[src/rtl/sfr_arbiter.sv]
// Round-robin arbiter sharing one SFR slave port between NUM_M masters, with a
// single outstanding read, response routing to the issuing master and a response watchdog.
module sfr_arbiter #(
  parameter int          NUM_M     = 2,
  parameter int          TIMEOUT   = 16,
  parameter logic [31:0] ERR_RDATA = 32'hDEADDEAD
) (
  input  logic                clk_i,
  input  logic                rst_ni,
  input  logic [NUM_M-1:0]    m_req_i,
  input  logic [NUM_M-1:0]    m_we_i,
  input  logic [32*NUM_M-1:0] m_addr_i,
  input  logic [4*NUM_M-1:0]  m_be_i,
  input  logic [32*NUM_M-1:0] m_wdata_i,
  output logic [NUM_M-1:0]    m_ack_o,
  output logic [NUM_M-1:0]    m_resp_o,
  output logic [31:0]         m_rdata_o,
  output logic                s_req_o,
  output logic                s_we_o,
  output logic [31:0]         s_addr_o,
  output logic [3:0]          s_be_o,
  output logic [31:0]         s_wdata_o,
  input  logic                s_ack_i,
  input  logic                s_resp_i,
  input  logic [31:0]         s_rdata_i,
  output logic                timeout_o,
  output logic                state_o
);
  localparam int IW = $clog2(NUM_M);
  localparam int WW = $clog2(TIMEOUT);

  typedef enum logic {IDLE = 1'b0, WAIT_RESP = 1'b1} state_t;

  state_t        state;
  logic [IW-1:0] rr_ptr;
  logic [IW-1:0] owner;
  logic [WW-1:0] wdog;
  logic [IW-1:0] winner;
  logic [IW-1:0] rr_next;
  logic          accept;
  logic          rd_accept;

  assign state_o = (state == WAIT_RESP);

  // First requester at or after rr_ptr, ascending with wrap.
  always_comb begin
    logic found;
    int   j;
    found  = 1'b0;
    winner = rr_ptr;
    for (int i = 0; i < NUM_M; i++) begin
      j = int'(rr_ptr) + i;
      if (j >= NUM_M) j = j - NUM_M;
      if (!found && m_req_i[j]) begin
        found  = 1'b1;
        winner = IW'(j);
      end
    end
  end

  always_comb begin
    s_we_o    = 1'b0;
    s_addr_o  = '0;
    s_be_o    = '0;
    s_wdata_o = '0;
    for (int k = 0; k < NUM_M; k++) begin
      if (winner == IW'(k)) begin
        s_we_o    = m_we_i[k];
        s_addr_o  = m_addr_i[32*k +: 32];
        s_be_o    = m_be_i[4*k +: 4];
        s_wdata_o = m_wdata_i[32*k +: 32];
      end
    end
  end

  // Handshake: a command transfers in the cycle s_req_o && s_ack_i; the winning
  // master sees m_ack_o in that same cycle and may then drop or change its request.
  // While a read waits for data nothing is issued, except in the s_resp_i cycle.
  assign s_req_o   = (|m_req_i) && !(state == WAIT_RESP && !s_resp_i);
  assign accept    = s_req_o && s_ack_i;
  assign rd_accept = accept && !s_we_o;
  assign rr_next   = (winner == IW'(NUM_M - 1)) ? '0 : winner + IW'(1);

  always_comb begin
    m_ack_o = '0;
    if (accept) m_ack_o[winner] = 1'b1;
  end

  always_ff @(posedge clk_i or negedge rst_ni) begin
    if (!rst_ni) begin
      state     <= IDLE;
      rr_ptr    <= '0;
      owner     <= '0;
      wdog      <= '0;
      m_resp_o  <= '0;
      m_rdata_o <= '0;
      timeout_o <= 1'b0;
    end else begin
      m_resp_o  <= '0;
      timeout_o <= 1'b0;
      if (accept) rr_ptr <= rr_next;
      case (state)
        IDLE: begin
          if (rd_accept) begin
            owner <= winner;
            wdog  <= '0;
            state <= WAIT_RESP;
          end
        end
        WAIT_RESP: begin
          wdog <= wdog + WW'(1);
          if (s_resp_i) begin
            m_resp_o[owner] <= 1'b1;
            m_rdata_o       <= s_rdata_i;
            if (rd_accept) begin
              owner <= winner;
              wdog  <= '0;
            end else begin
              state <= IDLE;
            end
          end else if (wdog == WW'(TIMEOUT - 1)) begin
            m_resp_o[owner] <= 1'b1;
            m_rdata_o       <= ERR_RDATA;
            timeout_o       <= 1'b1;
            state           <= IDLE;
          end
        end
        default: state <= IDLE;
      endcase
    end
  end
endmodule

[config.mk]
export PLATFORM = sky130hd
export DESIGN_NAME = sfr_arbiter
export DESIGN_NICKNAME = d
export VERILOG_FILES = /design/src/rtl/sfr_arbiter.sv
export SDC_FILE = /design/constraint.sdc
export NUM_CORES = 1
export LEC_CHECK = 0
export CAP_MARGIN = 20
export CELL_PAD_IN_SITES_DETAIL_PLACEMENT = 0
export CELL_PAD_IN_SITES_GLOBAL_PLACEMENT = 1
export CORE_ASPECT_RATIO = 1.2
export CORE_UTILIZATION = 20
export DETAILED_ROUTE_END_ITERATION = 12
export GPL_TIMING_DRIVEN = 0
export PLACE_DENSITY = 0.81
export SLEW_MARGIN = 40
export SYNTH_ARGS = -nofsm -noshare
export SYNTH_HDL_FRONTEND = slang
export SYNTH_SLANG_ARGS = --single-unit
[constraint.sdc]
create_clock -name clk_i -period 2.3 [get_ports clk_i]
set_clock_uncertainty 0.15 [all_clocks]
set_input_delay 0.345 -clock clk_i [delete_from_list [all_inputs] [get_ports clk_i]]
set_output_delay 0.345 -clock clk_i [all_outputs]
set_load 0.05 [all_outputs]
; After elaboration in Yosys (flattened, before gate mapping)
; Cells that the tools add are included.
[totals]
elab_cells = 78
reg_bits = 42
in_bits = 176
out_inout_bits = 108
[op_classes]
bitwise = 1
n_mux = 40
n_addsub = 5
magnitude_cmp = 8
eq_ne = 3
reduce_logical = 14
[ops]
columns = operator, n
row1 = two-way mux 32 bit, 6
row2 = < comparator 32 x 3 -> 1 bit (second input constant), 2
row3 = two-way mux 1 bit, 21
row4 = two-way mux 4 bit, 4
row5 = two-way mux 2 bit, 4
row6 = case mux 4 bit (2 select lines), 1
row7 = logical AND 1 bit, 7
row8 = adder 4 x 1 -> 4 bit (second input constant), 1
row9 = equality test 4 bit (second input constant), 1
row10 = logical NOT 1 bit, 4
row11 = < comparator 1 x 2 -> 1 bit (second input constant), 2
row12 = inequality test 2 bit (second input constant), 2
row13 = case mux 1 bit (2 select lines), 2
row14 = subtractor 1 x 2 -> 3 bit (second input constant), 1
row15 = subtractor 2 x 2 -> 3 bit (second input constant), 1
row16 = adder 1 x 1 -> 2 bit (second input constant), 1
row17 = demux 1 bit (select 1 bit), 2
row18 = >= comparator 1 bit (second input constant), 2
row19 = >= comparator 1 x 2 -> 1 bit (second input constant), 1
row20 = >= comparator 2 bit (second input constant), 1
row21 = AND reduction 2 bit, 1
row22 = nonzero test 2 bit, 1
row23 = OR reduction 2 bit, 1
row24 = adder 1 bit (second input constant), 1
row25 = inverter 1 bit, 1

; Depth between registers and ports, before layout
[logic_depth]
ltp_word = 15
depth_mapped = 5
ltp_nobuf = 4

; Worst setup path after synthesis
; No wires, ideal clock.
[synth_path]
kind = reg2out
from = reg state, in the netlist state_o
to = out m_ack_o[0]
setup_slack_ns = -0.011
required_ns = 1.805
stages_incl_launch_ff = 4
t_arrival_ns = 1.816
path_buffers = 0
cell_sequence = dfrtp_1 > nand2b_1 > o211ai_1 > nor2b_1
[synth_via]
elab_chain_len = 5
[synth_lines]
columns = element, line_no
row1 = "start, declared", 34  ; state_t state;
row2 = "start signal, assigned", 91  ; state <= IDLE;
row3 = "start signal, assigned", 107  ; state <= WAIT_RESP;
row4 = "start signal, assigned", 119  ; state <= IDLE;
row5 = logical AND 1 bit, 79  ; assign s_req_o = (|m_req_i) && !(state == WAIT_RESP && !s_resp_i);
row6 = logical NOT 1 bit, 79
row7 = logical AND 1 bit, 79
row8 = logical AND 1 bit, 80  ; assign accept = s_req_o && s_ack_i;
row9 = two-way mux 2 bit, 86  ; if (accept) m_ack_o[winner] = 1'b1;
row10 = "end, declared", 15  ; output logic [NUM_M-1:0] m_ack_o,
; No other way between the ends.

; Final worst setup path
[layout_path]
from = reg rr_ptr
to = out s_wdata_o[16]
[layout_via]
elab_chain_len = 10
word_cells_on_any_way = 19
cone_classes = add/sub (3) / order compare (2) / mux (12) / reduce/logical (2)
[layout_lines]
columns = element, line_no
row1 = "start, declared", 35  ; logic [IW-1:0] rr_ptr;
row2 = "start signal, assigned", 101  ; if (accept) rr_ptr <= rr_next;
row3 = subtractor 1 x 2 -> 3 bit or >= comparator 1 x 2 -> 1 bit (tied branches), 53  ; if (j >= NUM_M) j = j - NUM_M;
row4 = two-way mux 32 bit, 53
row5 = two-way mux 1 bit (implied by the code) (3 in series), 54  ; if (!found && m_req_i[j]) begin
row6 = two-way mux 1 bit, 54
row7 = logical NOT 1 bit, 54
row8 = logical AND 1 bit, 54
row9 = two-way mux 1 bit *, 54
row10 = two-way mux 32 bit *, 67  ; if (winner == IW'(k)) begin
row11 = "end, declared", 22  ; output logic [31:0] s_wdata_o,
; Every way passes the cells marked *; elsewhere a longest branch is shown, timed or not. The select of a mux whose other input is x is not followed.

==> out/metrics.cfg <==
[floorplan]
initial_core_util_pct=20.6
core-area_mm2=0.0133
chipWidth_um=109
die_y_um=130
dieArea_mm2=0.0142
num_rows=46
io_pins=284

[grt]
overflow=0
grt_pass1_wl_um=18400
grt_max_degree=43
antenna_found_initial=0
grt_use_total_pct=17.7
grt_pass1_vias=3196

[detailed_routing]
vias=2925
drt-total-wl_um=13400
vias_per_cell=4.38
drt_pre_antenna_iters=4
drc=0
routedWlPerCell_um=20.0
ant_nets=0
drt_iter0_drc=78

[worst_setup_path]
slowest_stage=dfrtp_1
worstSetupPathType=flop to output port
crit_required_ps=1800
cp_max_fo=10
arrival_ps=1830
start_kind=flop
end_kind=output port
cp_slowest_stage_delay_ps=410
critPathMostFrequentCell=buf_12
crit_chain=a21boi_2 > or2_4 > buf_12 > buf_12 > mux2_4 > buf_8

[sta]
finalSetupTns_ps=-284
hold_violations=0
setup_violations=24
whs_ps=355
slew_headroom_pct=63.3
clock.fmax_mhz=431
period_minus_slack_ps=2320
fin_crit_sh_pct=101
finalWorstSetupSlack_ps=-21.9
slew_viol_final=0
worst_pin_slew_ps=551
grt_setup_unrepaired=yes

[clock_network]
numCtsBuffers=5
cts_max_level=2
clockBufferDepth=2
cts_root_buf=clkbuf_16
clock_latency_ps=280
cts_tree=built
clk_transition_reported_paths_ps=60
cts.sink_count=42

[placement]
pre_cts_slack_ps=-959
io_buffers=283
numPlacedInstances=651
gp_congestion=0.810
hpwlAfterDp_um=10700

[synth]
yosys.area.top_type=dfrtp_1
synth_nets=377
yosysUniqueCellTypes=33
ys_seq_area_share_pct=38.4
synth_cells=200
synth_area_leaders=dfrtp_1 (38%), mux2_4 (37%), o22a_1 (7.0%)
synth_seq_cells=42
synth_top_area_share_pct=38.4
syn-cell-area_mm2=0.00274
syn_area_per_cell_um2=13.7
ys_warn_count=0

[layout]
multi_input_area_mm2=0.00158
diodes=0
final_cells=668
n_fill_cell=1235
seqCellArea_mm2=0.00105
nets=676
drive_gt1_share_pct=35.0
synthToLayoutAreaGrowth_pct=130

[run]
cap_violations=0

[power_and_ir_drop]
vdd_drop_max_v=0.000789
power.density_mw_per_mm2=866
leakage_nw=2.79

[outcome]
outcome=complete, but fails checks
violations=setup timing

[min_path]
hold_class=flop to flop

## what timing repair did
item                       CTS  global route
buffers inserted             2             2
hold endpoints to repair    42             0
setup endpoints to repair   72            71
pin swaps                    4             3
cloned                       3             1
resized for setup          524            12
hold buffers                 1             0
## power breakdown
| part | leakage (nW) | internal (mW) | switching [mW] | total, mW |
|---|---|---|---|---|
| clock | 0.0745 | 0.437 | 0.295 | 0.731 |
| combinational | 2.22 | 1.57 | 2.01 | 3.58 |
| sequential | 0.497 | 0.981 | 0.159 | 1.14 |
## logic make-up after synthesis
| family | after synthesis | synth area share [%] |
|---|---|---|
| and+or+nand+nor | 22 | 4.25 |
| xor gates and xnor gates | 1 | 0.320 |
| adders and majority gates | 1 | 0.457 |
| AOI/OAI and AO/OA | 49 | 14.7 |
| muxes | 68 | 37.3 |
| DFF | 42 | 38.4 |
| buffers and inverters | 17 | 4.57 |
## flip-flops by register name, indices dropped and copies added (netlist names)
signal,flops
m_rdata_o,32
wdog,4
m_resp_o,2
owner,1
rr_ptr,1
state_o,1
timeout_o,1
## routing by layer
| metal | GRT usage (%) | routed length (um) | part of all wire, % | vias to the layer above |
|---|---|---|---|---|
| met1 | 20.1 | 5070 | 38 | 1389 |
| met2 | 29.7 | 6280 | 47 | 176 |
| met5 | 0 | 0 | 0 | - |
| li1 | - | - | - | 1351 |
| met4 | 4.85 | 202 | 1.5 | 0 |
| met3 | 8.39 | 1830 | 14 | 9 |
## critical path: cells and delay by family, from the launching register on
family / cells / cell delay (ps)
DFF: 1 / 410
buffers and inverters: 3 / 460
AOI/OAI and AO/OA: 1 / 150
muxes: 1 / 320
and+or+nand+nor: 1 / 180
## cell usage after synthesis, drive strengths merged
| library cell | instances |
|---|---|
| o21ai | 4 |
| o22ai | 2 |
| a21oi | 1 |
| o21ba | 1 |
| xor2 | 1 |
| nand3 | 1 |
| dfrtp | 42 |
| a21o | 1 |
| o211ai | 1 |
| nor2b | 2 |
| or2 | 1 |
| o21a | 2 |
| o21bai | 1 |
| nand2 | 3 |
| a211oi | 2 |
| nor2 | 5 |
| nor4 | 1 |
| and2 | 3 |
| buf | 12 |
| a22o | 10 |
| ha | 1 |
| o22a | 22 |
| o32ai | 1 |
| clkbuf | 3 |
| or3 | 1 |
| inv | 2 |
| a21boi | 1 |
| mux2 | 68 |
| and3 | 2 |
| nand2b | 3 |
## layout by cell type (no fill, tap or decap), drive strengths merged, types with 2 or more instances in the layout
cell and count:
mux2 68, and2 3, nand2b 3, clkdlybuf4s15 2
nor2 5, a22o 10, inv 3, o21a 2
nor2b 2, o22ai 2, a211oi 2, clkbuf 11
o22a 22, o21ai 4, and3 2, clkdlybuf4s50 207
buf 91, dfrtp 42, nand2 3
## stage by stage
step                      power [mW]  utilization (%)  instance area [um^2]
after floorplan                 3.24                -                  2740
after global placement          4.46             43.5                  5780
after detailed placement        4.48             43.5                  5780
after CTS                       5.45             46.8                  6220
after global routing            5.64             47.3                  6290
final                           5.45             47.3                  6290
## area by class of cell
class,count,share of cell area [%]
buffer,15,3.04
clock buffer,7,2.27
clock inverter,1,0.139
inverter,2,0.119
multi-input combinational,141,25.1
sequential,42,16.7
tap,168,3.34
timing repair buffer,292,49.2
## worst paths after layout
path                                     startpoint                        end  depth (start not counted)  slack [ps]
max                              rr_ptr$_DFFE_PN0N_              s_wdata_o[16]                          6         -20
min                        m_rdata_o[1]$_DFFE_PN0P_   m_rdata_o[1]$_DFFE_PN0P_                          1         360
max reg2reg                     wdog[0]$_DFFE_PN0P_  m_rdata_o[14]$_DFFE_PN0P_                          5         550
min reg2reg                m_rdata_o[1]$_DFFE_PN0P_   m_rdata_o[1]$_DFFE_PN0P_                          1         360
max in group asynchronous                    rst_ni  m_rdata_o[26]$_DFFE_PN0P_                          2        1180
min in group asynchronous                    rst_ni  m_rdata_o[17]$_DFFE_PN0P_                          2         440
Note: power is estimated with default switching activity, not from simulation.
